<file path="config.mk">
export PLATFORM = sky130hd
export DESIGN_NAME = id_ex_stage
export DESIGN_NICKNAME = d
export VERILOG_FILES = /design/src/rtl/id_ex_stage.sv
export SDC_FILE = /design/constraint.sdc
export NUM_CORES = 1
export LEC_CHECK = 0
export CAP_MARGIN = 20
export CORE_ASPECT_RATIO = 1.25
export CORE_UTILIZATION = 35
export DETAILED_ROUTE_END_ITERATION = 16
export GPL_TIMING_DRIVEN = 0
export PLACE_DENSITY = 0.72
export SYNTH_ARGS = -nofsm -noshare
export SYNTH_HDL_FRONTEND = slang
export SYNTH_SLANG_ARGS = --single-unit
</file>
<file path="constraint.sdc">
create_clock -name clk -period 5.51 [get_ports clk]
set_clock_uncertainty 0.2 [all_clocks]
set_input_delay 1.102 -clock clk [delete_from_list [all_inputs] [get_ports clk]]
set_output_delay 1.102 -clock clk [all_outputs]
set_load 0.02 [all_outputs]
</file>
<file path="src/rtl/id_ex_stage.sv">
// ID/EX pipeline register with load-use hazard detection, flush/stall handling
// and a saturating count of inserted bubbles.
module id_ex_stage #(
    parameter int unsigned DW   = 32,
    parameter int unsigned AW   = 5,
    parameter int unsigned CNTW = 16
) (
    input  logic            clk,
    input  logic            rst_n,
    input  logic            id_valid,
    input  logic [DW-1:0]   id_pc,
    input  logic [DW-1:0]   id_rs_data,
    input  logic [DW-1:0]   id_rt_data,
    input  logic [DW-1:0]   id_imm,
    input  logic [AW-1:0]   id_rs_addr,
    input  logic [AW-1:0]   id_rt_addr,
    input  logic [AW-1:0]   id_rd_addr,
    input  logic            id_uses_rt,
    input  logic            id_reg_write,
    input  logic            id_mem_read,
    input  logic            id_mem_write,
    input  logic            id_mem_to_reg,
    input  logic            id_alu_src,
    input  logic            id_reg_dst,
    input  logic [3:0]      id_alu_op,
    input  logic            flush,
    input  logic            mem_stall,
    output logic            ie_valid,
    output logic [DW-1:0]   ie_pc,
    output logic [DW-1:0]   ie_rs_data,
    output logic [DW-1:0]   ie_rt_data,
    output logic [DW-1:0]   ie_imm,
    output logic [AW-1:0]   ie_rs_addr,
    output logic [AW-1:0]   ie_rt_addr,
    output logic [AW-1:0]   ie_wr_addr,
    output logic            ie_reg_write,
    output logic            ie_mem_read,
    output logic            ie_mem_write,
    output logic            ie_mem_to_reg,
    output logic            ie_alu_src,
    output logic [3:0]      ie_alu_op,
    output logic            hold_if_id,
    output logic [CNTW-1:0] bubble_cnt
);

    logic            lu;
    logic            bubble;
    logic            valid_d, reg_write_d, mem_read_d, mem_write_d, mem_to_reg_d, alu_src_d;
    logic [DW-1:0]   pc_d, rs_data_d, rt_data_d, imm_d;
    logic [AW-1:0]   rs_addr_d, rt_addr_d, wr_addr_d;
    logic [3:0]      alu_op_d;
    logic [CNTW-1:0] cnt_d;

    // A load into $0 never stalls: the write is discarded anyway.
    assign lu = ie_valid & ie_mem_read & (ie_wr_addr != '0) & id_valid &
                ((ie_wr_addr == id_rs_addr) | (id_uses_rt & (ie_wr_addr == id_rt_addr)));

    assign bubble     = flush | lu;
    assign hold_if_id = rst_n & (mem_stall | (~flush & lu));

    always_comb begin
        valid_d      = ie_valid;
        pc_d         = ie_pc;
        rs_data_d    = ie_rs_data;
        rt_data_d    = ie_rt_data;
        imm_d        = ie_imm;
        rs_addr_d    = ie_rs_addr;
        rt_addr_d    = ie_rt_addr;
        wr_addr_d    = ie_wr_addr;
        reg_write_d  = ie_reg_write;
        mem_read_d   = ie_mem_read;
        mem_write_d  = ie_mem_write;
        mem_to_reg_d = ie_mem_to_reg;
        alu_src_d    = ie_alu_src;
        alu_op_d     = ie_alu_op;
        cnt_d        = bubble_cnt;
        if (!mem_stall) begin
            if (bubble) begin
                valid_d      = 1'b0;
                pc_d         = '0;
                rs_data_d    = '0;
                rt_data_d    = '0;
                imm_d        = '0;
                rs_addr_d    = '0;
                rt_addr_d    = '0;
                wr_addr_d    = '0;
                reg_write_d  = 1'b0;
                mem_read_d   = 1'b0;
                mem_write_d  = 1'b0;
                mem_to_reg_d = 1'b0;
                alu_src_d    = 1'b0;
                alu_op_d     = '0;
                if (bubble_cnt != '1) cnt_d = bubble_cnt + 1'b1;
            end else begin
                valid_d      = id_valid;
                pc_d         = id_pc;
                rs_data_d    = id_rs_data;
                rt_data_d    = id_rt_data;
                imm_d        = id_imm;
                rs_addr_d    = id_rs_addr;
                rt_addr_d    = id_rt_addr;
                wr_addr_d    = id_reg_dst ? id_rd_addr : id_rt_addr;
                reg_write_d  = id_valid & id_reg_write;
                mem_read_d   = id_valid & id_mem_read;
                mem_write_d  = id_valid & id_mem_write;
                mem_to_reg_d = id_valid & id_mem_to_reg;
                alu_src_d    = id_valid & id_alu_src;
                alu_op_d     = id_valid ? id_alu_op : 4'd0;
            end
        end
    end

    always_ff @(posedge clk or negedge rst_n) begin
        if (!rst_n) begin
            ie_valid      <= 1'b0;
            ie_pc         <= '0;
            ie_rs_data    <= '0;
            ie_rt_data    <= '0;
            ie_imm        <= '0;
            ie_rs_addr    <= '0;
            ie_rt_addr    <= '0;
            ie_wr_addr    <= '0;
            ie_reg_write  <= 1'b0;
            ie_mem_read   <= 1'b0;
            ie_mem_write  <= 1'b0;
            ie_mem_to_reg <= 1'b0;
            ie_alu_src    <= 1'b0;
            ie_alu_op     <= '0;
            bubble_cnt    <= '0;
        end else begin
            ie_valid      <= valid_d;
            ie_pc         <= pc_d;
            ie_rs_data    <= rs_data_d;
            ie_rt_data    <= rt_data_d;
            ie_imm        <= imm_d;
            ie_rs_addr    <= rs_addr_d;
            ie_rt_addr    <= rt_addr_d;
            ie_wr_addr    <= wr_addr_d;
            ie_reg_write  <= reg_write_d;
            ie_mem_read   <= mem_read_d;
            ie_mem_write  <= mem_write_d;
            ie_mem_to_reg <= mem_to_reg_d;
            ie_alu_src    <= alu_src_d;
            ie_alu_op     <= alu_op_d;
            bubble_cnt    <= cnt_d;
        end
    end

endmodule
</file>
# Word-level counts from Yosys, hierarchy flattened
# Index checks and enable logic that the tools add are counted.
[word_totals]
ff_bits = 169
inputBits = 159
[op_classes]
n_addsub = 1
eq_ne = 3
n_mux = 16
n_bitwise = 17
n_reduce_logical = 2
[ops]
columns = ["cell", "n"]
rows = [
  ["32-bit 2-to-1 mux", 4],
  ["5-bit 2-to-1 mux", 4],
  ["16-bit by 1-bit adder with 16-bit output, second input constant", 1],
  ["16-bit != test, second input constant", 1],
  ["1-bit AND", 12],
  ["5-bit == test", 2],
  ["4-bit 2-to-1 mux", 2],
  ["1-bit 2-to-1 mux", 6],
  ["5-bit nonzero test", 1],
  ["1-bit bitwise OR", 3],
  ["3-bit AND reduction", 1],
  ["1-bit NOT", 2],
]

# Longest topological paths before layout
# Gate-level depths: netlist of the first run.
[logic_depth]
word_depth = 7
ltp_mapped = 7
mapped_depth_nobuf = 7

# Worst setup path before layout of the first run
# OpenSTA, ideal clock, no wires.
[synth_timing]
path_type = "input to output"
from = "input port mem_stall"
to = "output port hold_if_id"
t_arrival_ns = 2.242
t_required_ns = 4.208
slack_ns = 1.966
path_stages = 4
cell_sequence = "clkbuf_1 > clkbuf_1 > clkbuf_1 > o21a_1"
[synth_via]
elab_chain_cells = 2
[synth_lines]
columns = ["element", "line", "rtl"]
rows = [
  ["start, declared", "27", "input logic mem_stall,"],
  ["1-bit bitwise OR", "59", "assign hold_if_id = rst_n & (mem_stall | (~flush & lu));"],
  ["1-bit AND", "59", ""],
  ["end, declared", "42", "output logic hold_if_id,"],
]
# Every way passes these cells.

# Worst setup path in the final report of the first run
# Same ends and word-level chain as after synthesis.

==> metrics.log, run 1 <==
INFO  metric cp.required = 4210 ps
INFO  metric place_congestion = 0.790
INFO  metric worst-endpoint-arrival = 3230 ps
INFO  metric wire_length_per_cell = 19.4 um
INFO  metric core-area = 17600 um2
INFO  metric route.antenna.remaining_nets = 0
INFO  metric post_synth_main_area_contributors = sky130_fd_sc_hd__dfrtp_1 67%, sky130_fd_sc_hd__a22o_1 20%, sky130_fd_sc_hd__xor2_1 2.1%
INFO  metric hold_class = flop to flop
INFO  metric grt_first_pass_wirelength = 31200 um
INFO  metric detail_route.vias_per_cell = 5.13
INFO  metric worst_pin_slew = 652 ps
INFO  metric clk_pin_slew = 60 ps
INFO  metric dr.first_iter.drc_count = 232
INFO  metric crit_path_start_kind = input pin
INFO  metric period_minus_slack = 4530 ps
INFO  metric die_area = 18700 um2
INFO  metric grt_start_max_net_pins = 90
INFO  metric slew_headroom = 0.565
INFO  metric synth_cell_type_count = 35
INFO  metric placedCellCount = 999
INFO  metric power_per_cell_area = 315 nW/um2
INFO  metric cts_tree = done
INFO  metric layout_commonest_cell = sky130_fd_sc_hd__clkdlybuf4s50_1
INFO  metric gr-usage-all-layers = 0.218
INFO  metric clk_latency = 410 ps
INFO  metric drt_pre_antenna_iters = 4
INFO  metric unrepaired_setup_endpoints_after_global_routing = false
INFO  metric syn-instance-count = 448
INFO  metric layout-area-overhead-vs-synth = 65.3%
INFO  metric synth_async_sr_flop_share = 1.00
INFO  metric cts_root_buf = sky130_fd_sc_hd__clkbuf_16
INFO  metric synth_fp_nets = 608
INFO  metric power.share.switching = 0.274
INFO  metric clock_tree.htree_level_count = 4
INFO  metric most-common-layout-cells = 325 x sky130_fd_sc_hd__clkdlybuf4s50_1, 169 x sky130_fd_sc_hd__dfrtp_1, 147 x sky130_fd_sc_hd__a22o_1
INFO  metric detailedPlace.worstSlack = 973 ps
INFO  metric final-setup-viol-count = 0
INFO  metric vias_in_the_first_global_route = 5692
INFO  metric route.detailed.drc = 0
INFO  metric critPathMaxFanout = 10
INFO  metric seq_area = 4230 um2
INFO  metric summed_instance_area_of_the_synthesized_netlist = 6350 um2
INFO  metric cts_inserted_buffers = 17
INFO  metric insertedDiodeCount = 0
INFO  metric power.share.sequential = 0.433
INFO  metric power.clock.fraction = 0.355
INFO  metric power.combinational.fraction = 0.212
INFO  metric dpl-instance-area = 9930 um2
INFO  metric postSynthAreaPerCell = 14.2 um2
INFO  metric netlist.area_leader.share = 0.665
INFO  metric routed_via_count = 5288
INFO  metric cts_hold_buf = 0
INFO  metric synth_top_cell_by_area = sky130_fd_sc_hd__dfrtp_1
INFO  metric antenna_found_initial = 0
INFO  metric post_cts_resized = 0
INFO  metric synth_top_flop_cell = sky130_fd_sc_hd__dfrtp_1
INFO  metric cts.path.max_buffers = 2
INFO  metric run_status = finished, final reports clean
INFO  metric nNetsFinal = 954
INFO  metric std_cell_rows = 54
INFO  metric switchingPower = 0.000906 W
INFO  metric area_of_the_multi_input_gates = 1950 um2
INFO  metric synth_enable_flop_cells = 0
INFO  metric final_area = 10500 um2
INFO  metric critPathKind = input pin to output pin
INFO  metric detailed_place_hpwl = 15000 um
INFO  metric maxSlewViolCount = 0
INFO  metric critical_path.endpoint_type = output pin
INFO  metric finalNonFillerCells = 1030
INFO  metric worst_slack = 980 ps
INFO  metric portBuffers = 326
INFO  metric die_height = 153 um
INFO  metric worst_vdd_rail_ir_drop = 0.189 mV
INFO  metric synth.ff_latch_count = 169
INFO  metric initial_utilization = 0.360
INFO  metric maxClockFrequency = 221 MHz
INFO  metric max-cap-violations = 0
INFO  metric cts.sink_count = 169
INFO  metric postRouteWirelength = 20000 um
INFO  metric floorplan.io_pins = 329
INFO  metric gr-total-overflow = 0
INFO  metric synth-seq-area-share = 0.665
INFO  metric nFillCells = 1382
INFO  metric power.internal = 0.00240 W
INFO  metric cellLeakagePower = 4.66 nW
INFO  metric yosys_warnings = 0
INFO  metric floorplan.die.width = 123 um
INFO  metric drive_above_1_share = 0.0682
INFO  metric postCtsSetupRepairBufs = 0
INFO  metric hold_viol_final = 0
INFO  metric layout_worst_path_cycle_share = 0.822
path summary, 6_finish.rpt:
| path | from | endpoint | slack (ps) | cells after the start |
|---|---|---|---|---|
| worst max-delay path | mem_stall | hold_if_id | 980 | 5 |
| worst min-delay path | bubble_cnt[7] | bubble_cnt[7] | 290 | 1 |
| worst max register to register | bubble_cnt[0] | bubble_cnt[1] | 3240 | 7 |
| worst min register to register | bubble_cnt[7] | bubble_cnt[7] | 290 | 1 |
| min in group asynchronous | rst_n | ie_rs_data[8] | 460 | 1 |
| max in group asynchronous | rst_n | ie_imm[26] | 3780 | 2 |
stage by stage:
stage	util	power (W)	hold slack, ps	setup TNS [ps]
floorplan	-	0.00173	389	0
global placement	0.561	0.00214	274	-577120
detailed placement	0.563	0.00216	278	0
CTS	0.596	0.00335	290	0
global route	0.596	0.00345	315	0
finish	0.596	0.00330	292	0
power groups by stage:
stage	Combinational (W)	Clock (W)	Sequential, W
after CTS	0.000711	0.00121	0.00143
final	0.000702	0.00117	0.00143
after global placement	0.000694	0	0.00144
after global routing	0.000748	0.00126	0.00144
after floorplan	0.000158	0	0.00157
after detailed placement	0.000708	0	0.00145
routing by layer:
layer	track usage	wire (um)
met5	0	0
met4	0.100	619
met1	0.247	7730
met2	0.377	10100
met3	0.0591	1550
synthesized netlist by cell type (all sizes together) (2+ instances only):
library cell / number
and3: 4
a21oi: 2
dfrtp: 169
nor4: 4
nor2: 4
nand2: 16
xor2: 15
nand4: 4
a22o: 147
nor3: 9
nand3: 4
buf: 18
o21ai: 5
clkbuf: 18
mux2i: 5
xnor2: 10
worst max-delay path, cell delays in order:
cell,delay [ps]
sky130_fd_sc_hd__clkbuf_1,360
sky130_fd_sc_hd__clkbuf_1,500
sky130_fd_sc_hd__clkbuf_1,450
sky130_fd_sc_hd__o21a_1,220
sky130_fd_sc_hd__clkdlybuf4s50_1,600
logic make-up (layout without fill, tap and decap cells):
| group | after synthesis | count (layout) | synth area share |
|---|---|---|---|
| AOI/OAI and AO/OA | 160 | 160 | 0.218 |
| xor gates and xnor gates | 25 | 25 | 0.0345 |
| adders and majority gates | 1 | 1 | 0.00197 |
| buffers and inverters | 37 | 395 | 0.0282 |
| DFF | 169 | 169 | 0.665 |
| muxes | 6 | 6 | 0.00965 |
| and+or+nand+nor | 50 | 50 | 0.0421 |
final cells by class:
class                   count  share of cell area
clock inverters            13              0.0137
well taps                 224              0.0267
plain buffers              36              0.0167
inverters                   1            0.000357
multi-input cells         242               0.185
flip-flops and latches    169               0.403
repair buffers            327               0.314
clock buffers              18              0.0409
Note: power is estimated with default switching activity, not from simulation.
==> inputs of run 2 (changes only) <==
--- a/config.mk
+++ b/config.mk
@@ -10,7 +10,7 @@
 export CORE_UTILIZATION = 35
 export DETAILED_ROUTE_END_ITERATION = 16
 export GPL_TIMING_DRIVEN = 0
-export PLACE_DENSITY = 0.72
+export PLACE_DENSITY = 0.75
 export SYNTH_ARGS = -nofsm -noshare
 export SYNTH_HDL_FRONTEND = slang
 export SYNTH_SLANG_ARGS = --single-unit
==> constraint.sdc (replaced) <==
create_clock -name clk -period 3.75 [get_ports clk]
set_clock_uncertainty 0.2 [all_clocks]
set_input_delay 0.75 -clock clk [delete_from_list [all_inputs] [get_ports clk]]
set_output_delay 0.75 -clock clk [all_outputs]
set_load 0.02 [all_outputs]
==> run 2 against run 1 <==
Compared with the run above:
- global-route usage down 0.66 points
- final cell count about the same
- worst hold slack worse by 79 ps
- critical endpoint unchanged
- highest routed layer unchanged
==> metrics.log, run 2 (synthesized netlist as in run 1, its figures left out) <==
INFO  metric vias_in_the_first_global_route = 5724
INFO  metric floorplan.die.width = 123 um
INFO  metric clock_tree.htree_level_count = 4
INFO  metric finalNonFillerCells = 1029
INFO  metric antenna_found_initial = 0
INFO  metric critical_path.endpoint_type = output pin
INFO  metric max-cap-violations = 0
INFO  metric routed_via_count = 5344
INFO  metric clk_latency = 410 ps
INFO  metric layout_commonest_cell = sky130_fd_sc_hd__clkdlybuf4s50_1
INFO  metric cts_inserted_buffers = 17
INFO  metric die_area = 18700 um2
INFO  metric worst_vdd_rail_ir_drop = 0.335 mV
INFO  metric gr_met3_demand_resource = 0.0696
INFO  metric dr.first_iter.drc_count = 245
INFO  metric maxClockFrequency = 300 MHz
INFO  metric core-area = 17600 um2
INFO  metric worst-endpoint-arrival = 2390 ps
INFO  metric hold_class = input pin to asynchronous set/reset pin
INFO  metric worst_pin_slew = 879 ps
INFO  metric place_congestion = 0.788
INFO  metric crit_path_start_kind = input pin
INFO  metric route.antenna.remaining_nets = 0
INFO  metric origin_of_the_critical_flop_to_flop_path = bubble_cnt[0]
INFO  metric cts_tree = done
INFO  metric clk_pin_slew = 70 ps
INFO  metric drt_pre_antenna_iters = 5
INFO  metric std_cell_rows = 54
INFO  metric final_area = 10500 um2
INFO  metric critPathKind = input pin to output pin
INFO  metric grt_first_pass_wirelength = 30400 um
INFO  metric timing.critical_path.from = id_rs_addr[4]
INFO  metric placedCellCount = 999
INFO  metric grt_start_max_net_pins = 96
INFO  metric slew_headroom = 0.414
INFO  metric detailed_place_hpwl = 14800 um
INFO  metric groute.layer.met2.usage = 0.370
INFO  metric layout_worst_path_cycle_share = 0.890
INFO  metric gr-total-overflow = 0
INFO  metric power = 0.00481 W
INFO  metric postRouteWirelength = 19600 um
INFO  metric insertedDiodeCount = 0
INFO  metric initial_utilization = 0.360
INFO  metric floorplan.io_pins = 329
INFO  metric global_route_met1_usage = 0.234
INFO  metric layout-area-overhead-vs-synth = 65.0%
INFO  metric most-common-layout-cells = 324 x sky130_fd_sc_hd__clkdlybuf4s50_1, 169 x sky130_fd_sc_hd__dfrtp_1, 147 x sky130_fd_sc_hd__a22o_1
INFO  metric hold_viol_final = 0
INFO  metric cts_hold_buf = 0
INFO  metric wire_length_per_cell = 19.1 um
INFO  metric route.detailed.drc = 0
INFO  metric run_status = finished, final reports clean
INFO  metric power_per_cell_area = 459 nW/um2
INFO  metric portBuffers = 326
INFO  metric cts_root_buf = sky130_fd_sc_hd__clkbuf_16
INFO  metric cp.required = 2800 ps
INFO  metric final-setup-viol-count = 0
INFO  metric maxSlewViolCount = 0
INFO  metric nNetsFinal = 953
INFO  metric nFillCells = 1419
INFO  metric cts.path.max_buffers = 2
INFO  metric dpl-instance-area = 9930 um2
INFO  metric grt_most_used_layer = met2
INFO  metric drive_above_1_share = 0.0696
INFO  metric unrepaired_setup_endpoints_after_global_routing = false
INFO  metric period_minus_slack = 3340 ps
INFO  metric final_core_utilization = 0.594
INFO  metric gr-usage-all-layers = 0.212
INFO  metric cts.sink_count = 169
INFO  metric critPathMaxFanout = 3
INFO  metric detail_route.vias_per_cell = 5.19
INFO  metric die_height = 153 um
INFO  metric detailedPlace.worstSlack = -132 ps
INFO  metric worst_slack = 414 ps
INFO  metric cellLeakagePower = 4.67 nW
## run 2: cell count changes in the layout (fill, tap and decap cells not counted), sizes merged
cell,previous run,this run
bufinv,2,1
clkdlybuf4s50,325,324
clkinvlp,3,2
inv,6,7
dlymetal6s2s,0,1
## run 2: repair_timing
action / in CTS / in global routing
buffers inserted: 0 / 0
resized for setup: 1 / 1
gates cloned: 0 / 0
endpoints found under the setup margin: 1 / 1
hold endpoints to repair: 0 / 0
## run 2: final timing paths
| kind | end | slack (ps) | cells past startpoint |
|---|---|---|---|
| worst max-delay path | hold_if_id | 410 | 8 |
| worst min-delay path | ie_imm[18] | 210 | 1 |
| min in group clk | bubble_cnt[11] | 300 | 1 |
| max in group asynchronous | ie_wr_addr[3] | 2270 | 2 |
| worst min register to register | bubble_cnt[11] | 300 | 1 |
| worst max register to register | bubble_cnt[1] | 1480 | 7 |
## run 2: cell type report
cell class	instances	area [um2]	area share
Sequential cell	169	4230	0.403
Timing Repair Buffer	327	3290	0.314
Multi-Input combinational cell	242	1950	0.186
Clock buffer	19	443	0.0423
Tap cell	224	280	0.0267
Buffer	35	173	0.0165
Clock inverter	12	113	0.0107
Inverter	1	3.75	0.000358
## run 2: power breakdown
part | leakage [nW] | switching, W | internal, W
Clock | 0.271 | 0.000735 | 0.000938
Sequential | 2.21 | 0.000123 | 0.00198
Combinational | 2.20 | 0.000477 | 0.000554
## run 2: routing by layer
metal	share of wire	vias up
li1	-	2383
met1	0.38	2667
met2	0.51	263
met3	0.089	31
met4	0.022	0
met5	0	-
## run 2: worst max-delay path: stages
cell,delay (ps)
sky130_fd_sc_hd__clkdlybuf4s50_1,560
sky130_fd_sc_hd__xnor2_1,160
sky130_fd_sc_hd__nand3_1,110
sky130_fd_sc_hd__o22ai_2,260
sky130_fd_sc_hd__nand2_1,80
sky130_fd_sc_hd__nor2_1,110
sky130_fd_sc_hd__o21a_1,120
sky130_fd_sc_hd__dlymetal6s2s_1,230
## run 2: per-stage QoR
stage	hold WS, ps	TNS [ps]
2_1_floorplan	254	0
3_3_place_gp	273	-793550
3_5_place_dp	288	-132
4_1_cts	251	0
5_1_grt	268	0
6_report	212	0
==> inputs of run 3 (changes only) <==
--- a/config.mk
+++ b/config.mk
@@ -7,10 +7,10 @@
 export LEC_CHECK = 0
 export CAP_MARGIN = 20
 export CORE_ASPECT_RATIO = 1.25
-export CORE_UTILIZATION = 35
+export CORE_UTILIZATION = 36
 export DETAILED_ROUTE_END_ITERATION = 16
 export GPL_TIMING_DRIVEN = 0
-export PLACE_DENSITY = 0.75
+export PLACE_DENSITY = 0.74
 export SYNTH_ARGS = -nofsm -noshare
 export SYNTH_HDL_FRONTEND = slang
 export SYNTH_SLANG_ARGS = --single-unit
==> run 3 against run 2 <==
Compared with the run above:
- critical endpoint unchanged
- cell area is 0.11% higher
- combinational power hardly changed
- sequential share of layout area hardly changed
- critical path type unchanged
- first-iteration DRC count is 13% higher
- global-route usage is 1.1 points higher
- sequential power hardly changed
- count of clock-buffer cells in the layout is 1 lower
- register-to-register slack worse by 40 ps
- clock power hardly changed
- flip-flop and latch count stayed put
- wire length is 3.1% higher
==> metrics.log, run 3 (synthesized netlist as in run 1, its figures left out) <==
INFO  metric die_area = 18200 um2
INFO  metric most-common-layout-cells = 324 x sky130_fd_sc_hd__clkdlybuf4s50_1, 169 x sky130_fd_sc_hd__dfrtp_1, 147 x sky130_fd_sc_hd__a22o_1
INFO  metric cp.required = 2800 ps
INFO  metric nFillCells = 1299
INFO  metric cts.path.max_buffers = 2
INFO  metric nNetsFinal = 953
INFO  metric layout_worst_path_cycle_share = 0.878
INFO  metric clock_tree.htree_level_count = 4
INFO  metric drt_pre_antenna_iters = 4
INFO  metric floorplan.io_pins = 329
INFO  metric critPathKind = input pin to output pin
INFO  metric route.antenna.remaining_nets = 0
INFO  metric fin_tns_setup = 0 ps
INFO  metric cts.sink_count = 169
INFO  metric std_cell_rows = 53
INFO  metric area_of_the_multi_input_gates = 1950 um2
INFO  metric unrepaired_setup_endpoints_after_global_routing = false
INFO  metric cts_hold_buf = 0
INFO  metric cts_root_buf = sky130_fd_sc_hd__clkbuf_16
INFO  metric die_height = 151 um
INFO  metric dr.first_iter.drc_count = 278
INFO  metric grt_most_used_layer = met2
INFO  metric cellLeakagePower = 4.67 nW
INFO  metric cp_slowest_cell = sky130_fd_sc_hd__clkdlybuf4s50_1
INFO  metric power_per_cell_area = 460 nW/um2
INFO  metric period_minus_slack = 3290 ps
INFO  metric gr-total-overflow = 0
INFO  metric timing.critical_path.slowest_cell_delay = 570 ps
INFO  metric final-setup-viol-count = 0
INFO  metric worstPathBufferInverterCount = 2
INFO  metric core-area = 17000 um2
INFO  metric wire_length_per_cell = 19.7 um
INFO  metric maxSlewViolCount = 0
INFO  metric grt_start_max_net_pins = 91
INFO  metric detailed_place_hpwl = 15300 um
INFO  metric drive_above_1_share = 0.0720
INFO  metric gr-usage-all-layers = 0.223
INFO  metric postRouteWirelength = 20300 um
INFO  metric gr_met3_demand_resource = 0.0758
INFO  metric grt_first_pass_wirelength = 30800 um
INFO  metric max-cap-violations = 0
INFO  metric worst_vdd_rail_ir_drop = 0.300 mV
INFO  metric antenna_found_initial = 0
INFO  metric detail_route.vias_per_cell = 5.19
INFO  metric run_status = finished, final reports clean
INFO  metric critical_path.cell_chain = clkdlybuf4s50_1 > xnor2_1 > nand4_1 > o22ai_2 > nand2_1 > nor2_1 > o21a_1 > dlymetal6s2s_1
INFO  metric insertedDiodeCount = 0
INFO  metric groute.layer.met2.usage = 0.404
INFO  metric global_route_met1_usage = 0.235
INFO  metric routed_via_count = 5329
INFO  metric route.detailed.drc = 0
INFO  metric place_congestion = 0.794
INFO  metric critical_path.endpoint_type = output pin
INFO  metric portBuffers = 326
INFO  metric worst_pin_slew = 661 ps
INFO  metric vias_in_the_first_global_route = 5739
INFO  metric final_core_utilization = 0.616
INFO  metric seq_area = 4230 um2
INFO  metric layout_commonest_cell = sky130_fd_sc_hd__clkdlybuf4s50_1
INFO  metric initial_utilization = 0.373
INFO  metric slew_headroom = 0.559
INFO  metric critPathMaxFanout = 3
INFO  metric critPathTopFamily = buffers and inverters
INFO  metric hold_viol_final = 0
INFO  metric maxClockFrequency = 304 MHz
INFO  metric layout-area-overhead-vs-synth = 65.1%
INFO  metric clk_latency = 420 ps
INFO  metric cts_tree = done
INFO  metric cts_inserted_buffers = 17
INFO  metric worst-endpoint-arrival = 2340 ps
INFO  metric floorplan.die.width = 121 um
INFO  metric clk_pin_slew = 70 ps
INFO  metric hold_class = input pin to asynchronous set/reset pin
INFO  metric crit_path_start_kind = input pin
==> run 3: changes by cell type in the layout (fill, tap and decap cells not counted), sizes merged <==
cell,delta
inv,+2
clkinv,-2
bufinv,-1
clkinvlp,+3
clkbuf,-1
==> run 3: layout make-up <==
class	count	share of cell area
tap	220	0.0262
buffer	35	0.0165
multi-input combinational	242	0.186
clock inverter	14	0.0123
sequential	169	0.403
timing repair buffer	327	0.314
clock buffer	18	0.0419
inverter	1	0.000358
==> run 3: worst paths after layout <==
kind                       slack (ps)  cells past startpoint        endpoint          start
min in group clk                  290                      1   bubble_cnt[7]  bubble_cnt[7]
setup reg to reg                 1440                      7   bubble_cnt[1]  bubble_cnt[0]
max in group asynchronous        2420                      2  ie_rt_data[16]          rst_n
hold / removal                     90                      1  ie_rs_data[15]          rst_n
setup / recovery                  460                      8      hold_if_id  id_rt_addr[4]
hold reg to reg                   290                      1   bubble_cnt[7]  bubble_cnt[7]
==> run 3: repair_timing <==
item | CTS | global route
setup endpoints to repair | 1 | 1
resized for setup | 1 | 1
setup buffers | 0 | 0
endpoints found under the hold margin | 0 | 0
==> run 3: power by group <==
part	leakage [nW]	internal, W	switching, W
registers	2.21	0.00198	0.000121
logic	2.20	0.000555	0.000479
clock network	0.265	0.000894	0.000792
==> run 3: layer usage <==
layer,routed length (um),vias to the layer above
met5,0,-
met4,661,0
met3,1600,43
met2,10600,239
met1,7420,2659
li1,-,2388
==> run 3: metrics by stage <==
| stage | setup slack [ps] | std cells | cell area [um2] | hold WS, ps | total power (W) |
|---|---|---|---|---|---|
| 6_report | 458 | 1026 | 10500 | 87.1 | 0.00482 |
| 5_1_grt | 334 | 1026 | 10500 | 114 | 0.00504 |
| 4_1_cts | 58.1 | 1027 | 10500 | 114 | 0.00487 |
| 3_5_place_dp | -106 | 995 | 9930 | 285 | 0.00317 |
| 3_3_place_gp | -4830 | 994 | 9890 | 274 | 0.00314 |
| 2_1_floorplan | 910 | 448 | 6350 | 254 | 0.00255 |
